==> config.mk <==
export PLATFORM = sky130hd
export DESIGN_NAME = tlb_mgr
export DESIGN_NICKNAME = d
export VERILOG_FILES = /design/src/rtl/tlb_mgr.sv
export SDC_FILE = /design/constraint.sdc
export NUM_CORES = 1
export LEC_CHECK = 0
export CORE_AREA = 3 3 209 211
export DETAILED_ROUTE_END_ITERATION = 10
export DIE_AREA = 0 0 212 214
export HOLD_SLACK_MARGIN = 0.15
export PLACE_DENSITY_LB_ADDON = 0.3
export SYNTH_ARGS = -nofsm -noshare
export SYNTH_HDL_FRONTEND = slang
export SYNTH_SLANG_ARGS = --single-unit
==> constraint.sdc <==
create_clock -name clk -period 1.6 [get_ports clk]
set_input_delay 0.32 -clock clk [delete_from_list [all_inputs] [get_ports clk]]
set_output_delay 0.32 -clock clk [all_outputs]
set_load 0.01 [all_outputs]
==> src/rtl/tlb_mgr.sv <==
// tlb_mgr: sequences TLBSRCH/TLBRD/TLBWR/TLBFILL/INVTLB against the TLB and returns CSR write-back strobes.
module tlb_mgr #(
  parameter int TLBNUM = 16,
  parameter int IDXW = $clog2(TLBNUM)
) (
  input  logic            clk,
  input  logic            resetn,
  input  logic            op_valid,
  output logic            op_ready,
  input  logic [2:0]      op_code,
  input  logic [4:0]      inv_op,
  input  logic [9:0]      inv_asid,
  input  logic [31:0]     inv_va,
  input  logic [9:0]      csr_asid,
  input  logic [18:0]     csr_ehi_vppn,
  input  logic [IDXW-1:0] csr_idx,
  input  logic            csr_ne,
  input  logic            csr_tlbr,
  input  logic [88:0]     csr_entry,
  output logic            done_valid,
  output logic [2:0]      done_op,
  output logic            done_err,
  output logic            srch_we,
  output logic            srch_hit,
  output logic [IDXW-1:0] srch_index,
  output logic            rd_we,
  output logic [88:0]     rd_entry,
  input  logic [18:0]     mem_vppn,
  input  logic            mem_va_bit12,
  input  logic [9:0]      mem_asid,
  output logic [18:0]     tlb_s1_vppn,
  output logic            tlb_s1_va_bit12,
  output logic [9:0]      tlb_s1_asid,
  input  logic            tlb_s1_found,
  input  logic [IDXW-1:0] tlb_s1_index,
  output logic            tlb_invtlb_valid,
  output logic [4:0]      tlb_invtlb_op,
  output logic            tlb_we,
  output logic [IDXW-1:0] tlb_w_index,
  output logic [88:0]     tlb_w_entry,
  output logic [IDXW-1:0] tlb_r_index,
  input  logic [88:0]     tlb_r_entry
);
  typedef enum logic [1:0] {IDLE, EXEC, RESP} state_t;
  state_t state, state_nx;
  logic [2:0]      op_q;
  logic [4:0]      inv_op_q;
  logic [9:0]      inv_asid_q;
  logic [18:0]     inv_vppn_q;
  logic [IDXW-1:0] fill_cnt, fill_q;
  logic exec, resp, is_srch, is_rd, is_wr, is_fill, is_inv, inv_ok, err, msel;
  logic unused;
  assign unused = ^{inv_va[12:0], csr_entry[88]};
  always_comb begin
    state_nx = state == IDLE ? (op_valid ? EXEC : IDLE) : state == EXEC ? RESP : IDLE;
  end
  assign op_ready = state == IDLE;
  assign exec     = state == EXEC;
  assign resp     = state == RESP;
  assign is_srch  = op_q == 3'd1;
  assign is_rd    = op_q == 3'd2;
  assign is_wr    = op_q == 3'd3;
  assign is_fill  = op_q == 3'd4;
  assign is_inv   = op_q == 3'd5;
  assign inv_ok   = inv_op_q <= 5'd6;
  assign err      = op_q == 3'd0 || op_q > 3'd5 || (is_inv && !inv_ok);
  assign done_valid = resp;
  assign done_op    = resp ? op_q : 3'd0;
  assign done_err   = resp & err;
  assign srch_we    = resp & is_srch;
  assign rd_we      = resp & is_rd;
  assign tlb_we           = exec & (is_wr | is_fill);
  assign tlb_w_index      = is_fill ? fill_q : csr_idx;
  assign tlb_w_entry      = {csr_tlbr | ~csr_ne, csr_entry[87:0]};
  assign tlb_r_index      = csr_idx;
  assign tlb_invtlb_valid = exec & is_inv & inv_ok;
  assign tlb_invtlb_op    = inv_op_q;
  // Search port 1 is borrowed from the data side only while a management lookup executes
  assign msel            = exec & (is_srch | is_inv);
  assign tlb_s1_vppn     = msel ? (is_srch ? csr_ehi_vppn : inv_vppn_q) : mem_vppn;
  assign tlb_s1_va_bit12 = msel ? 1'b0 : mem_va_bit12;
  assign tlb_s1_asid     = msel ? (is_srch ? csr_asid : inv_asid_q) : mem_asid;
  always_ff @(posedge clk or negedge resetn) begin
    if (!resetn) begin
      state      <= IDLE;
      op_q       <= '0;
      inv_op_q   <= '0;
      inv_asid_q <= '0;
      inv_vppn_q <= '0;
      fill_cnt   <= '0;
      fill_q     <= '0;
      srch_hit   <= 1'b0;
      srch_index <= '0;
      rd_entry   <= '0;
    end else begin
      state    <= state_nx;
      fill_cnt <= fill_cnt == IDXW'(TLBNUM - 1) ? '0 : fill_cnt + 1'b1;
      if (op_valid && op_ready) begin
        op_q       <= op_code;
        inv_op_q   <= inv_op;
        inv_asid_q <= inv_asid;
        inv_vppn_q <= inv_va[31:13];
        fill_q     <= fill_cnt;
      end
      if (exec && is_srch) begin
        srch_hit   <= tlb_s1_found;
        srch_index <= tlb_s1_found ? tlb_s1_index : '0;
      end
      if (exec && is_rd) rd_entry <= tlb_r_entry[88] ? tlb_r_entry : '0;
    end
  end
endmodule

==> reports/summary.md <==
- result of the run: finished, violations left
- violated checks: negative setup slack
- row cnt: 75
- ratio of routed vias to standard cells: 3.90
- final setup violating endpoints: 155
- number of non-filler instances in the completed layout: 1602
- Max Fanout on Critical Path: 7
- final hold violations: 0
- maximum cell stage delay along the critical path: 0.43 ns
- drt initial violations: 171
- internal power: 10.8 mW
- vertical die dimension: 214 µm
- final period utilization: 135%
- pin count of the biggest net entering global routing: 47
- synthesized instance count: 718
- maximum buffer depth of the clock tree: 2
- relative contribution of the clock network to total power: 25.8%
- total routed wirelength: 31.1 mm
- most numerous cell types in the synthesized netlist: dfrtp_1, nand2_1, buf_4
- DRC errors left: 0
- number of input and output port buffers inserted: 346
- RePlAce Congestion: 0.770
- starting density of the core: 17.2%
- Synth Cell Area: 7230 µm²
- top post-synthesis cells by area: dfrtp_1, mux2i_1, buf_4
- kind of launch point of the worst setup path: register
- clock transition at the registers of the reported paths: 0.06 ns
- leakage: 6.48 nW
- portion of the post-synthesis area used by sequential elements: 48.8%
- total of max-cap violations: 0
- Critical R2R Launch: op_q[2]$_DFFE_PN0P_
- Max Slew Vio Count: 0
- global routing usage summed across all routing layers: 13.2%
- critical path type: reg -> out
- Total Nets Final: 1352
- number of fillers in the final layout: 4401
- TritonCTS clock tree: built
- area taken by flip-flops and latches: 3530 µm²
- number of enable-type register cells in the synthesized netlist: 0
- initial antenna violation count: 2
- Final Power: 16.0 mW
- clock buffer count from CTS: 17
- clock network latency to the later pin of the worst-skew pair: 0.43 ns
- Final min period: 2.15 ns
- H-Tree Level Count: 4
- fraction of layout instances using a drive strength above 1: 26.6%
- overall die width: 212 µm
- relative max-transition margin: 79.5%
- reg2reg path depth: 9
- Synth Net Count: 1020
- multi-input logic area: 2920 µm²
- relative contribution of combinational cells to total power: 39.7%
- Worst path top cell family by delay: buffers and inverters
- proportion of total power due to net switching: 32.8%
- synthesis warning total: 0
- Vias: 6254
- number of library cell types mapped by synthesis: 32
- drt wl/cell: 19.4 µm
- worst path required time: 1.28 ns
- Synth Flop Type: dfrtp_1
- highest achievable clock rate: 464 MHz
- final worst setup slack: -0.555 ns
- Slew @ Worst Pin: 0.307 ns
- Crit. End Element: primary output
- register-to-register path setup slack: -0.31 ns
- worst vdd rail ir drop: 0.618 mV
- global-route wire length before repair: 44.6 mm
- total clock sinks: 141
- average cell area after synthesis: 10.1 µm²
- most instantiated library cell after synthesis: dfrtp_1
- standard cell core area: 41900 µm²
- final core utilization: 30.1%
- placed wire-length estimate: 22.5 mm
- area overhead of the layout relative to synthesis: 74.9%
- DR pass1 iterations: 4
- cell at the root of the clock tree: clkbuf_16
- WP buf/inv: 3
- cells traversed along the worst timing path: nand4bb_4 > buf_12 > buf_8 > nand2_1 > o21ai_4 > buf_6
- worst path arrival time: 1.83 ns
- die area: 45400 µm²
- setup TNS: -45.46 ns
- register bit total from synthesis: 141
- setup repair after global routing missed its margin: true
- number of placed cells counting well taps: 1525
- FF-to-FF End: rd_entry[88]$_DFFE_PN0P_
- PwrDens: 1260 nW/µm²
- cell with the biggest individual delay on the critical path: dfrtp_2
- ports placed on the boundary: 537
- share of async-settable or async-resettable flops after synthesis: 100%
- switching pwr: 5.24 mW
- clk_skew: 0.00751 ns
- cell type with the largest total area after synthesis: dfrtp_1
- Congestion Overflow GR: 0
- worst hold path type: in -> async
- sequential share of power: 34.5%
- ANT nets after route: 0
- via count of the first global-routing pass: 6772
- fraction of post-synthesis cell area in the top cell type by area: 48.8%
[through the flow]
stage          setup WS (ns)  hold slack (ns)  instance area (µm²)
2_1_floorplan         0.0156           0.0244                 7230
5_1_grt               -0.653            0.326                12600
4_1_cts               -0.711            0.300                12400
3_5_place_dp          -0.494            0.227                11100
3_3_place_gp          -0.466            0.235                11100
6_report              -0.555            0.331                12600
[power by group through the flow]
stage          logic, mW  registers, mW  clock network [mW]
2_1_floorplan       2.04           5.93                   0
3_3_place_gp        6.04           5.54                   0
3_5_place_dp        6.07           5.56                   0
4_1_cts             6.00           5.52                4.32
5_1_grt             6.87           5.69                4.44
6_report            6.34           5.52                4.13
[how the worst max path moves through the flow]
stage	slack [ns]	endpoint	depth (start not counted)	start
global placement	-0.47	tlb_s1_vppn[7]	5	op_q[0]$_DFFE_PN0P_
detailed placement	-0.49	tlb_s1_vppn[9]	6	op_q[0]$_DFFE_PN0P_
global route	-0.65	tlb_s1_asid[0]	5	op_q[1]$_DFFE_PN0P_
floorplan	0.02	tlb_s1_asid[0]	5	op_q[1]$_DFFE_PN0P_
finish	-0.55	tlb_s1_vppn[6]	6	op_q[1]$_DFFE_PN0P_
CTS	-0.71	tlb_s1_vppn[5]	6	op_q[1]$_DFFE_PN0P_
[sequential cells by signal, indices dropped and copies added, names as in the netlist]
name and count:
op_q 3, fill_q 4, srch_hit 1, srch_index 4
tlb_invtlb_op 5, inv_asid_q 10, fill_cnt 4, rd_entry 89
state 2, inv_vppn_q 19
[metal layers]
metal / track usage, % / share of wire (%)
met1: 13.2 / 35
met2: 23.5 / 50
met3: 7.23 / 12
met4: 4.15 / 1.9
met5: 0 / 0.064
[cell type report]
type | instances | share of cell area, %
Tap cell | 539 | 5.33
Clock buffer | 22 | 3.83
Clock inverter | 9 | 0.871
Antenna cell | 1 | 0.0198
Timing Repair Buffer | 445 | 36.2
Inverter | 91 | 2.72
Sequential cell | 141 | 27.9
Multi-Input combinational cell | 354 | 23.1
[logic make-up after synthesis]
logic type                 synth area share, %
buffers and inverters                     17.3
and+or+nand+nor                           8.24
DFF                                       48.8
muxes                                     19.6
AOI/OAI and AO/OA                         5.76
xor gates and xnor gates                 0.121
adders and majority gates                0.173
[placed cells by master (no fill, tap or decap), types with 8 or more instances in the layout]
| master | netlist | final |
|---|---|---|
| nand2_1 | 123 | 113 |
| clkdlybuf4s50_1 | 0 | 196 |
| buf_4 | 92 | 28 |
| o21ai_2 | 0 | 16 |
| inv_1 | 90 | 90 |
| mux2i_1 | 88 | 87 |
| mux2_4 | 1 | 47 |
| buf_12 | 0 | 25 |
| buf_8 | 0 | 8 |
| clkbuf_16 | 0 | 17 |
| dfrtp_1 | 141 | 139 |
| o22ai_1 | 29 | 22 |
| nand2_2 | 0 | 9 |
| buf_6 | 6 | 50 |
| dlygate4sd2_1 | 0 | 101 |
| buf_2 | 20 | 25 |
| o21ai_1 | 38 | 19 |
[repair_timing]
action / in CTS / in global routing
hold buffers: 1 / 0
pin swaps: 11 / 23
setup endpoints to repair: 275 / 182
hold endpoints to repair: 141 / 0
gates cloned: 13 / 0
buffers inserted: 27 / 23
gates resized for setup: 368 / 137
Note: power is estimated with default switching activity, not from simulation.
